--- config.mk ---
export PLATFORM = sky130hd
export DESIGN_NAME = rst_seq_flat
export DESIGN_NICKNAME = d
export VERILOG_FILES = /design/src/rtl/rst_seq_if.sv /design/src/rtl/rst_seq.sv /design/src/flat_wrapper.sv
export SDC_FILE = /design/constraint.sdc
export NUM_CORES = 1
export LEC_CHECK = 0
export CAP_MARGIN = 20
export CELL_PAD_IN_SITES_DETAIL_PLACEMENT = 0
export CELL_PAD_IN_SITES_GLOBAL_PLACEMENT = 1
export CORE_MARGIN = 1
export CORE_UTILIZATION = 39
export DETAILED_ROUTE_END_ITERATION = 6
export PLACE_DENSITY_LB_ADDON = 0.1
export SLEW_MARGIN = 20
export SYNTH_ARGS = -nofsm -noshare
export SYNTH_HDL_FRONTEND = slang
export SYNTH_SLANG_ARGS = --single-unit
--- constraint.sdc ---
create_clock -name clk -period 2.4 [get_ports clk]
set_input_delay 0.48 -clock clk [delete_from_list [all_inputs] [get_ports clk]]
set_output_delay 0.48 -clock clk [all_outputs]
set_load 0.02 [all_outputs]
--- src/rtl/rst_seq_if.sv ---
// Request/status bundle between a reset sequencer and whatever drives its software reset.
// The sequencer drives the status side; the requester drives the request side.
interface rst_seq_if #(
  parameter int N_CH = 4
);
  // sw_rst_req is a level, not a valid/ready handshake. It is acted on at a clk edge
  // only when the sequencer is in RUN and sw_rst_mask is nonzero. Otherwise it is dropped.
  // It is never queued. ready/busy report whether the sequencer is back in RUN.
  logic            sw_rst_req;
  logic [N_CH-1:0] sw_rst_mask;
  logic [N_CH-1:0] srst;
  logic [N_CH-1:0] srstn;
  logic            ready;
  logic            busy;
  logic [7:0]      sw_rst_cnt;

  modport master (
    output sw_rst_req, sw_rst_mask,
    input  srst, srstn, ready, busy, sw_rst_cnt
  );

  modport slave (
    input  sw_rst_req, sw_rst_mask,
    output srst, srstn, ready, busy, sw_rst_cnt
  );
endinterface

--- src/rtl/rst_seq.sv ---
// Reset sequencer: board reset -> N_CH synchronous resets with minimum pulse width and staggered release.
// Optional macro RST_SEQ_SWCNT_EN builds the saturating completed-software-reset counter.
module rst_seq #(
  parameter int N_CH        = 4,
  parameter int SYNC_STAGES = 2,
  parameter int MIN_PULSE   = 16,
  parameter int STAGGER     = 8
) (
  input  logic       clk,
  input  logic       arst,
  rst_seq_if.slave   bus,
  output logic [1:0] dbg_state
);

  localparam int CW        = $clog2(MIN_PULSE + (N_CH - 1) * STAGGER + 1);
  localparam int LAST_SLOT = (N_CH - 1) * STAGGER;

  typedef enum logic [1:0] {
    SYNC    = 2'd0,
    HOLD    = 2'd1,
    RELEASE = 2'd2,
    RUN     = 2'd3
  } state_t;

  state_t                 state_q, state_d;
  logic [CW-1:0]          cnt_q, cnt_d;
  logic [SYNC_STAGES-1:0] sync_q, sync_d;
  logic [N_CH-1:0]        srst_q, srst_d;
  logic [N_CH-1:0]        srstn_q;
  logic                   ready_q, busy_q;
  logic                   release_now;
  logic [CW-1:0]          slot;

  always_ff @(posedge clk or posedge arst) begin
    if (arst) begin
      state_q <= SYNC;
      cnt_q   <= '0;
      sync_q  <= '1;
      srst_q  <= '1;
      srstn_q <= '0;
      ready_q <= 1'b0;
      busy_q  <= 1'b1;
    end else begin
      state_q <= state_d;
      cnt_q   <= cnt_d;
      sync_q  <= sync_d;
      srst_q  <= srst_d;
      srstn_q <= ~srst_d;
      ready_q <= (state_d == RUN);
      busy_q  <= (state_d != RUN);
    end
  end

  always_comb begin
    state_d     = state_q;
    cnt_d       = cnt_q;
    sync_d      = {sync_q[SYNC_STAGES-2:0], 1'b0};
    srst_d      = srst_q;
    release_now = 1'b0;
    slot        = '0;
    case (state_q)
      SYNC: begin
        cnt_d = '0;
        // Last stage still high with a 0 behind it: it drops on this edge.
        if (sync_q[SYNC_STAGES-1 -: 2] == 2'b10) state_d = HOLD;
      end
      HOLD: begin
        if (cnt_q == CW'(MIN_PULSE - 1)) begin
          // This edge is release slot 0. The counter then names the next edge's slot.
          release_now = 1'b1;
          slot        = '0;
          cnt_d       = CW'(1);
          state_d     = (LAST_SLOT == 0) ? RUN : RELEASE;
        end else begin
          cnt_d = cnt_q + 1'b1;
        end
      end
      RELEASE: begin
        release_now = 1'b1;
        slot        = cnt_q;
        cnt_d       = cnt_q + 1'b1;
        if (cnt_q == CW'(LAST_SLOT)) state_d = RUN;
      end
      RUN: begin
        cnt_d = '0;
        if (bus.sw_rst_req && (bus.sw_rst_mask != '0)) begin
          srst_d  = srst_q | bus.sw_rst_mask;
          state_d = HOLD;
        end
      end
      default: state_d = SYNC;
    endcase
    // Channels outside the active set are already 0, so clearing them again is harmless.
    for (int i = 0; i < N_CH; i++) begin
      if (release_now && (slot == CW'(i * STAGGER))) srst_d[i] = 1'b0;
    end
  end

`ifdef RST_SEQ_SWCNT_EN
  logic       sw_pend_q;
  logic [7:0] swcnt_q;

  // RUN->HOLD happens only for a software reset. ARST clears the pending flag, so an aborted reset is never counted.
  always_ff @(posedge clk or posedge arst) begin
    if (arst) begin
      sw_pend_q <= 1'b0;
      swcnt_q   <= '0;
    end else if (state_q == RUN && state_d == HOLD) begin
      sw_pend_q <= 1'b1;
    end else if (sw_pend_q && state_q != RUN && state_d == RUN) begin
      sw_pend_q <= 1'b0;
      if (swcnt_q != 8'hFF) swcnt_q <= swcnt_q + 8'd1;
    end
  end

  assign bus.sw_rst_cnt = swcnt_q;
`else
  assign bus.sw_rst_cnt = '0;
`endif

  assign bus.srst  = srst_q;
  assign bus.srstn = srstn_q;
  assign bus.ready = ready_q;
  assign bus.busy  = busy_q;
  assign dbg_state = state_q;

endmodule
--- src/flat_wrapper.sv ---
// flat-port wrapper written by rule: the top's interface ports become plain ports
module rst_seq_flat 
#(
  parameter int N_CH        = 4,
  parameter int SYNC_STAGES = 2,
  parameter int MIN_PULSE   = 16,
  parameter int STAGGER     = 8
)
  (clk, arst, dbg_state, bus_sw_rst_req, bus_sw_rst_mask, bus_srst, bus_srstn, bus_ready, bus_busy, bus_sw_rst_cnt);
  rst_seq_if #(.N_CH(N_CH)) bus_i ();
  input  logic clk;
  input  logic arst;
  output logic [1:0] dbg_state;
  input wire logic [$bits(bus_i.sw_rst_req)-1:0] bus_sw_rst_req;
  input wire logic [$bits(bus_i.sw_rst_mask)-1:0] bus_sw_rst_mask;
  output wire logic [$bits(bus_i.srst)-1:0] bus_srst;
  output wire logic [$bits(bus_i.srstn)-1:0] bus_srstn;
  output wire logic [$bits(bus_i.ready)-1:0] bus_ready;
  output wire logic [$bits(bus_i.busy)-1:0] bus_busy;
  output wire logic [$bits(bus_i.sw_rst_cnt)-1:0] bus_sw_rst_cnt;
  assign bus_i.sw_rst_req = bus_sw_rst_req;
  assign bus_i.sw_rst_mask = bus_sw_rst_mask;
  assign bus_srst = bus_i.srst;
  assign bus_srstn = bus_i.srstn;
  assign bus_ready = bus_i.ready;
  assign bus_busy = bus_i.busy;
  assign bus_sw_rst_cnt = bus_i.sw_rst_cnt;
  rst_seq #(.N_CH(N_CH), .SYNC_STAGES(SYNC_STAGES), .MIN_PULSE(MIN_PULSE), .STAGGER(STAGGER)) u_core (.clk(clk), .arst(arst), .bus(bus_i), .dbg_state(dbg_state));
endmodule
==> impl_metrics.toml <==
[outcome]
status = "completed"

[cells_and_area]
area_delta_synth_final_pct = 21.2
fin_util_pct = 50.1
finalNonFillerCells = 149
diodes = 0
finish.instance_area_um2 = 1250
drive_above_1_share_pct = 14.3
nNetsFinal = 134
final.fill_count = 249

[detailed_routing]
routed-via-count = 723
ant_nets = 0
wire_per_inst_um = 12.3
first_pass_iters = 2
routed_wl_um = 1830
vias_per_cell = 4.85
drc_errors = 0
drt_iter0_drc = 6

[clock_tree]
path_clk_slew_ns = 0.10
cts_tree = "built"
cts_resized = 0
cts_buffer_depth = 2
post_cts_buffers = 0
cts_buffers = 3
clock-sinks = 20
cts-htree-levels = 1
worst_skew_pair.late_latency_ns = 0.30
cts_hold_buf = 0
cts-root-buf = "clkbuf_4"

[die]
die_h_um = 53.4
initial_core_util_pct = 41.3
ioPinCount = 27
die_x_um = 53.4
dieArea_um2 = 2860
num_rows = 18
core-area_um2 = 2500

[sta]
hold_viol = 0
max_freq_mhz = 521
slew_viol_final = 0
skew_ns = 0.000660
finalSetupViolCount = 0
worstMarginPinSlew_ns = 0.736
setup_tns_ns = 0
max_slew_margin_pct = 50.9
period_needed_ns = 1.92
setup_slack_ns = 0.482
whs_ns = 0.370
rsz0062_at_grt = "false"
fin_crit_sh_pct = 79.9

[logic_synthesis]
yosys_register_bits = 20
synthFlopType = "dfrtp_1"
yosysMostFrequentCell = "dfrtp_1"
synth_area_um2 = 1030
ys_seq_area_share_pct = 49.3
synthTopCellsByCount = "13 x dfrtp_1, 10 x inv_1, 8 x buf_4, 8 x nor2_1"
avgSynthCellArea_um2 = 10.5
yosysTopAreaCell = "dfrtp_1"
yosysUniqueCellTypes = 32
async_flop_share_pct = 100
synth_area_leaders = "dfrtp_1 32%, dfstp_2 18%, ha_1 8.5%"
synthCells = 98
synth_top_cell_area_share_pct = 31.5
yosys_warnings = 0
synth-edff-count = 0

[critical_path]
crit_buf_inv = 1
reg2reg_slack_ns = 0.57
r2r-start = "u_core.dbg_state[0]$_DFF_PP0_"
critPathMaxFanout = 2
cp.depth = 1
max_stage_delay_ns = 0.59
crit_required_ns = 1.92
crit_family = "buffers and inverters"
crit_arrival_ns = 1.44
reg2reg_depth = 6
worstSetupStartpoint = "u_core.bus.srst[3]$_DFF_PP1_"
critPathKind = "flip-flop to primary output"
cp-end-kind = "primary output"
start_kind = "flip-flop"
cp_slowest_cell = "clkdlybuf4s50_1"
cp_cell_sequence = "clkdlybuf4s50_1"
r2r-end = "u_core.bus.busy$_DFF_PP1_"
crit_end = "bus_srst[3]"

[power]
ir_drop_uv = 567
p_per_area_nw_per_um2 = 1190
p_leak_nw = 0.561
p_total_mw = 1.49

[global_route]
grt_max_degree = 21
use_met2_pct = 22.9
grt_pass1_vias = 644
grt_use_met1_pct = 17.7
grt_overflow = 0
grtUsageTotal_pct = 15.1
use_met3_pct = 6.61
grt_pass1_wl_um = 2890
antenna_found_initial = 0
top_usage_layer = "met2"

[placement]
dpl_worst_slack_ns = 0.433
dp.cells = 145
dpl_cell_area_um2 = 1210
portBuffers = 18
dp_hpwl_um = 1390
place_congestion = 0.746

[flow_run]
cap_viol_max_count = 0

[worst_hold_path]
hold_path.class = "flip-flop to flip-flop"
layer usage:
| metal | vias to the layer above | wire length, µm |
|---|---|---|
| met5 | - | 0 |
| met4 | 0 | 44 |
| met3 | 5 | 70 |
| met2 | 10 | 910 |
| met1 | 347 | 804 |
| li1 | 361 | - |
flip-flops by register name, indices dropped and copies added, names as in the netlist:
register and flops:
u_core.cnt_q 6, u_core.bus.srst 4, u_core.bus.srstn 4, u_core.dbg_state 2, u_core.sync_q 2, u_core.bus.busy 1, u_core.bus.ready 1
cells in the final DEF, fill, tap and decap left out, types with 2 or more instances in the layout:
| cell type | instances |
|---|---|
| clkdlybuf4s50_1 | 18 |
| clkbuf_4 | 3 |
| dfstp_2 | 7 |
| inv_1 | 10 |
| nand3_1 | 2 |
| conb_1 | 9 |
| a31oi_1 | 6 |
| dfrtp_1 | 13 |
| a31o_2 | 2 |
| ha_1 | 7 |
| o21ai_0 | 5 |
| nor2_1 | 8 |
| a21oi_1 | 3 |
| nand2b_1 | 2 |
| nand2_1 | 4 |
| a21o_1 | 2 |
| xnor2_1 | 2 |
worst min-delay path by stage:
stage | startpoint | slack, ns | depth (start not counted) | end
finish | u_core.sync_q[0]$_DFF_PP1_ | 0.37 | 0 | u_core.sync_q[1]$_DFF_PP1_
global route | u_core.sync_q[0]$_DFF_PP1_ | 0.38 | 0 | u_core.sync_q[1]$_DFF_PP1_
CTS | u_core.sync_q[0]$_DFF_PP1_ | 0.37 | 0 | u_core.sync_q[1]$_DFF_PP1_
detailed placement | u_core.sync_q[0]$_DFF_PP1_ | 0.36 | 0 | u_core.sync_q[1]$_DFF_PP1_
global placement | u_core.sync_q[0]$_DFF_PP1_ | 0.36 | 0 | u_core.sync_q[1]$_DFF_PP1_
floorplan | u_core.sync_q[0]$_DFF_PP1_ | 0.35 | 0 | u_core.sync_q[1]$_DFF_PP1_
where the power goes:
part           switching [mW]  internal, mW
sequential             0.0819         0.476
clock                  0.0977        0.0926
combinational           0.410         0.331
total                   0.589         0.900
kinds of logic after synthesis:
group                      Yosys count  synth area share [%]
adders and majority gates            7                  8.48
DFF                                 20                  49.3
buffers and inverters               19                  9.94
AOI/OAI and AO/OA                   22                  14.1
other                                1                 0.363
xor gates and xnor gates             3                  2.55
and+or+nand+nor                     26                  15.3
final cells by class:
class,instances,area (µm²),area share (%)
Clock buffer,4,36.3,2.90
Sequential cell,20,509,40.7
Timing Repair Buffer,18,180,14.4
Multi-Input combinational cell,67,450,36.0
Inverter,10,37.5,3.00
Tap cell,30,37.5,3.00
Note: power is estimated with default switching activity, not from simulation.
